`src/rtl/conv_layer_sequencer.sv`:
```
// Frame controller for one convolutional layer: streams pixels in, drains the pipeline,
// and holds each result in a single output register until downstream takes it.
module conv_layer_sequencer #(
  parameter int D_WIDTH      = 8,
  parameter int Q_WIDTH      = 16,
  parameter int D_CHANNELS   = 3,
  parameter int Q_CHANNELS   = 5,
  parameter int FILTER_SIZE  = 5,
  parameter int IMAGE_WIDTH  = 64,
  parameter int IMAGE_HEIGHT = 32,
  parameter int DRAIN_MAX    = 64
) (
  input  logic                         clk,
  input  logic                         rst_n,
  input  logic                         start,
  output logic                         busy,
  output logic                         done,
  output logic                         err,
  input  logic                         in_valid,
  output logic                         in_ready,
  input  logic [D_CHANNELS*D_WIDTH-1:0] in_data,
  output logic                         conv_clk_en,
  output logic [D_CHANNELS*D_WIDTH-1:0] conv_din,
  input  logic [Q_CHANNELS*Q_WIDTH-1:0] conv_dout,
  input  logic                         conv_valid,
  output logic                         out_valid,
  input  logic                         out_ready,
  output logic [Q_CHANNELS*Q_WIDTH-1:0] out_data,
  output logic                         out_last
);

  localparam int N_IN  = IMAGE_WIDTH * IMAGE_HEIGHT;
  localparam int N_OUT = (IMAGE_WIDTH - FILTER_SIZE + 1) * (IMAGE_HEIGHT - FILTER_SIZE + 1);
  localparam int ICW   = $clog2(N_IN + 1);
  localparam int OCW   = $clog2(N_OUT + 1);
  localparam int DCW   = $clog2(DRAIN_MAX + 1);

  localparam logic [ICW-1:0] IN_LAST    = ICW'(N_IN - 1);
  localparam logic [OCW-1:0] OUT_LAST   = OCW'(N_OUT - 1);
  localparam logic [OCW-1:0] OUT_END    = OCW'(N_OUT);
  localparam logic [DCW-1:0] DRAIN_LAST = DCW'(DRAIN_MAX - 1);

  typedef enum logic [1:0] {IDLE, STREAM, DRAIN, DONE} state_t;

  state_t         state, state_nxt;
  logic [ICW-1:0] in_cnt;
  logic [OCW-1:0] out_cnt;
  logic [DCW-1:0] drain_cnt;
  logic           fresh;
  logic           out_free;
  logic           fresh_blocked;
  logic           capture;
  logic           accept;
  logic           timeout;
  logic           start_frame;

  assign out_free      = !out_valid || out_ready;
  assign fresh_blocked = fresh && !out_free;
  // Each layer output is examined exactly once; extra results past N_OUT are dropped.
  assign capture = fresh && conv_valid && out_free && (out_cnt != OUT_END) &&
                   (state == STREAM || state == DRAIN);

  always_ff @(posedge clk or negedge rst_n) begin
    if (!rst_n) state <= IDLE;
    else        state <= state_nxt;
  end

  always_comb begin
    state_nxt   = state;
    busy        = (state != IDLE);
    done        = 1'b0;
    in_ready    = 1'b0;
    accept      = 1'b0;
    conv_clk_en = 1'b0;
    conv_din    = '0;
    timeout     = 1'b0;
    start_frame = 1'b0;
    case (state)
      IDLE: begin
        if (start) begin
          start_frame = 1'b1;
          state_nxt   = STREAM;
        end
      end
      STREAM: begin
        in_ready    = out_free && !fresh_blocked;
        accept      = in_valid && in_ready;
        conv_clk_en = accept;
        conv_din    = accept ? in_data : '0;
        if (accept && in_cnt == IN_LAST) state_nxt = DRAIN;
      end
      DRAIN: begin
        conv_clk_en = out_free;
        if ((capture && out_cnt == OUT_LAST) || out_cnt == OUT_END) begin
          state_nxt = DONE;
        end else if (conv_clk_en && drain_cnt == DRAIN_LAST) begin
          timeout   = 1'b1;
          state_nxt = IDLE;
        end
      end
      DONE: begin
        done      = 1'b1;
        state_nxt = IDLE;
      end
      default: state_nxt = IDLE;
    endcase
  end

  always_ff @(posedge clk or negedge rst_n) begin
    if (!rst_n) begin
      in_cnt    <= '0;
      out_cnt   <= '0;
      drain_cnt <= '0;
      fresh     <= 1'b0;
      err       <= 1'b0;
    end else if (start_frame) begin
      in_cnt    <= '0;
      out_cnt   <= '0;
      drain_cnt <= '0;
      fresh     <= 1'b0;
      err       <= 1'b0;
    end else begin
      if (accept)  in_cnt  <= in_cnt + ICW'(1);
      if (capture) out_cnt <= out_cnt + OCW'(1);
      if (state == DRAIN && conv_clk_en) drain_cnt <= drain_cnt + DCW'(1);
      fresh <= conv_clk_en || (fresh && !out_free);
      if (timeout) err <= 1'b1;
    end
  end

  // Capture and downstream take on the same edge replace the entry without a bubble.
  always_ff @(posedge clk or negedge rst_n) begin
    if (!rst_n) begin
      out_valid <= 1'b0;
      out_last  <= 1'b0;
      out_data  <= '0;
    end else if (capture) begin
      out_valid <= 1'b1;
      out_last  <= (out_cnt == OUT_LAST);
      out_data  <= conv_dout;
    end else if (out_ready) begin
      out_valid <= 1'b0;
      out_last  <= 1'b0;
    end
  end

endmodule

```
`config.mk`:
```
export PLATFORM = sky130hd
export DESIGN_NAME = conv_layer_sequencer
export DESIGN_NICKNAME = d
export VERILOG_FILES = /design/src/rtl/conv_layer_sequencer.sv
export SDC_FILE = /design/constraint.sdc
export NUM_CORES = 1
export LEC_CHECK = 0
export CAP_MARGIN = 25
export CORE_MARGIN = 5
export CORE_UTILIZATION = 35
export DETAILED_ROUTE_END_ITERATION = 6
export PLACE_DENSITY = 0.71
export SLEW_MARGIN = 10
export SYNTH_ARGS = -nofsm -noshare
export SYNTH_HDL_FRONTEND = slang
export SYNTH_SLANG_ARGS = --single-unit
```
`constraint.sdc`:
```
create_clock -name clk -period 3.5 [get_ports clk]
set_clock_uncertainty 0.1 [all_clocks]
set_input_delay 0.7 -clock clk [delete_from_list [all_inputs] [get_ports clk]]
set_output_delay 0.7 -clock clk [all_outputs]
set_load 0.005 [all_outputs]
```
* Word-level counts from Yosys, hierarchy flattened
Cells that the tools add are included.
** Storage, ports and cells
- Bits in registers :: 116
- Bits in latches :: 0
- Bits in writable memories :: 0
- Memory bits (read-only) :: 0
- Input bits :: 110
- Output and inout bits :: 111
- Logic and storage cells :: 77
- Memories :: 0
** Cells by class
- $add $sub $neg :: 3
- Multipliers :: 0
- Divide/modulo/power cells :: 0
- $lt $le $gt $ge :: 0
- Equal/unequal tests :: 11
- Shifts and indexed selects :: 0
- Multiplexer cells :: 28
- Bitwise gates (word level) :: 0
- Reductions and logical operators :: 26
** Operator list (count)
- $mux W24 :: 2
- $mux W12 :: 2
- $eq A11 B11 Y1 const B :: 2
- $mux W11 :: 2
- $mux W1 :: 14
- $mux W7 :: 2
- $add A12 B1 Y12 const B :: 1
- $eq A12 B11 Y1 const B :: 1
- $reduce_bool A2 Y1 :: 6
- $add A11 B1 Y11 const B :: 1
- $logic_and A1 B1 Y1 :: 11
- $ne A11 B11 Y1 const B :: 1
- $mux W2 :: 4
- $pmux W2 S4 :: 1
- $add A7 B1 Y7 const B :: 1
- $eq A7 B6 Y1 const B :: 1
- $eq A2 B2 Y1 const B :: 2
- $logic_or A1 B1 Y1 :: 4
- $logic_not A1 Y1 :: 3
- $ne A3 B3 Y1 const B :: 1
- $reduce_and A3 Y1 :: 1
- $eq A2 B1 Y1 const B :: 1
- $logic_not A2 Y1 :: 1
- $ne A2 B1 Y1 const B :: 1
- 2 further kinds :: 2

* Logic depth before layout (Yosys ltp)
- Depth after elaboration :: 11
- Gate-level depth with buffers :: 9
- Mapped depth without buffers :: 7

* Worst setup path before layout
OpenSTA, ideal clock, no wires.
- Path kind :: in2out
- Start point :: in out_ready
- End point :: out conv_din[13]
- Arrival :: 1682 ps
- Data required time :: 2700 ps
- Path slack :: 1018 ps
- Stages on the path :: 5
- Path buffers :: 2
- Cells stage by stage :: nand2b_1 -> and3_1 -> clkbuf_1 -> clkbuf_1 -> and2_1
** Between the ends
- Longest elaborated chain between the ends :: 8
** Ends and longest elaborated chain
- start, declared :: line 27 : input logic out_ready,
- $logic_or A1 B1 Y1 (*) :: line 57 : assign out_free = !out_valid || out_ready;
- $logic_not A1 Y1 :: line 58 : assign fresh_blocked = fresh && !out_free;
- $logic_and A1 B1 Y1 :: line 58
- $logic_not A1 Y1 :: line 86 : in_ready = out_free && !fresh_blocked;
- $logic_and A1 B1 Y1 (*) :: line 86
- $logic_and A1 B1 Y1 (*) :: line 87 : accept = in_valid && in_ready;
- $mux W24 (*) :: line 89 : conv_din = accept ? in_data : '0;
- $mux W24 (*) :: line 78 : case (state)
- end, declared :: line 23 : output logic [D_CHANNELS*D_WIDTH-1:0] conv_din,
Mark *: on every way between the ends. The rest lies on a longest branch, timed or not.

* Final worst setup path
- Start point :: in out_ready
- End point :: out conv_din[10]
Same word-level chain as after synthesis.

==> flow_summary.json <==
{
  "holdBufCountCts": 0,
  "initial_core_util": 0.3607,
  "avgSynthCellArea_um2": 12.65,
  "synth_warnings": 0,
  "endpoint_kind": "primary output",
  "drv_slew": 0,
  "critPathMaxFanout": 24,
  "p_total_mw": 6.105,
  "vias": 3920,
  "setup_viol": 0,
  "async_reset_ff_frac": 1.000,
  "cts-buffers-inserted": 17,
  "arrival_ps": 2430,
  "gp_congestion": 0.8062,
  "vias_per_cell": 4.757,
  "wl_um": 13260,
  "slew-limit-headroom": 0.5211,
  "die_w_um": 130.1,
  "synth.area.top_cells": "dfrtp_1 (58%), mux2_2 (18%), and2_1 (3.3%)",
  "maxCapViolations": 0,
  "post_cts_resized": 0,
  "worstSetupPathType": "in2out",
  "nets": 750,
  "ios": 221,
  "num-fill-cells": 1157,
  "hp-class": "in2async",
  "clock_path_buffers": 2,
  "die_y_um": 130.1,
  "ys_ff_latch": 116,
  "powerDensity_nw_per_um2": 750.8,
  "drive_gt1_frac": 0.1941,
  "synth_commonest_cells": "dfrtp_1 (116), mux2_2 (79), nor2_1 (29), and2_1 (27), nand2_1 (15)",
  "r2r-end": "out_cnt[3]",
  "area_growth_pct": 61.15,
  "die_area_um2": 16920,
  "max_clock_freq_mhz": 309.8,
  "setup_tns_ps": 0,
  "synth_top_area_frac": 0.5753,
  "drt-initial-drc-count": 162,
  "tritoncts": "built",
  "antenna_cells": 0,
  "ys_dominant_reg_cell": "dfrtp_1",
  "first_pass_iters": 4,
  "synth.most_common_cell": "dfrtp_1",
  "syn_area_um2": 5046,
  "cts_setup_buffers": 0,
  "yosysSeqAreaShare": 0.5753,
  "rsz0062_at_grt": "no",
  "critPathLaunchType": "primary input",
  "fin_util": 0.5813,
  "tightestPinTransition_ps": 718.0,
  "ir_drop_uv": 431.7,
  "finalCritPeriodShare": 0.9222,
  "antenna_found_initial": 0,
  "synth_edf_count": 0,
  "grt_use_total": 0.1601,
  "hold_viol": 0,
  "leakage_nw": 3.511,
  "cp.required_ps": 2700,
  "ant_nets": 0,
  "grt-ovfl-total": 0,
  "grt_max_degree": 77,
  "rr_startpoint": "state[1]",
  "root_buffer": "clkbuf_16",
  "worst_skew_pair.late_latency_ps": 410,
  "portBuffers": 220,
  "rows": 43,
  "worst_r2r_path_depth": 8,
  "grt_pass1_vias": 4442,
  "synth.distinct_cells": 41,
  "core_area_um2": 13990,
  "grt_pass1_wl_um": 21220,
  "path_clk_slew_ps": 50,
  "drc": 0,
  "period_needed_ps": 3228,
  "synth_area_leader_cell": "dfrtp_1",
  "synthCells": 399,
  "post_drt_wl_per_cell_um": 16.09,
  "outcome": "finished clean",
  "htree_levels": 4,
  "syn-num-nets": 518,
  "clock_sinks": 116,
  "hpwl_um": 10080,
  "reg2reg_slack_ps": 960
}
registers in the layout (all words and copies together) (netlist names):
signal	cells
out_last	1
in_cnt	12
out_cnt	11
drain_cnt	7
out_data	80
err	1
fresh	1
out_valid	1
state	2
power breakdown:
part / switching, mW / leakage [nW] / internal (mW)
Combinational: 0.733 / 1.73 / 1.50
Clock: 0.580 / 0.305 / 1.19
Sequential: 0.266 / 1.48 / 1.84
Total: 1.58 / 3.51 / 4.53
placed cells by master (no fill, tap or decap), types with 9 or more instances in the layout:
master           instances
clkdlybuf4s50_1        219
nor2_1                  29
ha_1                     9
clkbuf_16               17
nand3_1                 11
xor2_1                  12
nand2_1                 15
and2_1                  27
mux2_2                  79
dfrtp_1                116
inv_1                   11
critical path, cell delays in order:
cell and delay [ps]:
clkdlybuf4s50_1 520, nand2b_1 140, and3_1 200, buf_4 220, and2_1 150, clkdlybuf4s50_1 490
cell families after synthesis:
kind of cell / Yosys count / synth area share
and+or+nand+nor: 118 / 0.1247
AOI/OAI and AO/OA: 26 / 0.03372
DFF: 116 / 0.5753
muxes: 83 / 0.1845
xor gates and xnor gates: 20 / 0.03471
adders and majority gates: 9 / 0.02232
buffers and inverters: 27 / 0.02479
cell type report:
type | instances | area, um^2 | share of cell area
repair buffers | 229 | 2325 | 0.2859
flip-flops and latches | 116 | 2903 | 0.3570
multi-input cells | 256 | 2026 | 0.2491
clock inverters | 10 | 127.6 | 0.01569
well taps | 180 | 225.2 | 0.02770
inverters | 11 | 41.29 | 0.005078
clock buffers | 22 | 484.2 | 0.05955
how the worst max path moves through the flow:
stage / from / endpoint / slack, ps
2_1_floorplan: out_ready / conv_din[13] / 1020
3_3_place_gp: out_ready / conv_din[10] / 320
3_5_place_dp: out_ready / conv_din[10] / 270
4_1_cts: out_ready / conv_din[10] / 260
5_1_grt: out_ready / conv_din[10] / 160
6_report: out_ready / conv_din[10] / 270
layer usage:
layer / up-vias / track usage / part of all wire
li1: 1846 / - / -
met1: 1891 / 0.1722 / 0.37
met2: 160 / 0.2667 / 0.49
met3: 23 / 0.07982 / 0.11
met4: 0 / 0.06907 / 0.022
met5: - / 0 / 0
through the flow:
step	setup WS, ps	std cells	cell area [um^2]	hold slack (ps)
final	272.3	824	8132	40.05
after global routing	163.2	824	8132	28.92
after CTS	261.8	823	8104	397.0
after detailed placement	274.2	791	7492	385.4
after global placement	315.5	791	7492	380.5
after floorplan	1018	399	5046	304.4
Power figures use the tool's default switching activity.
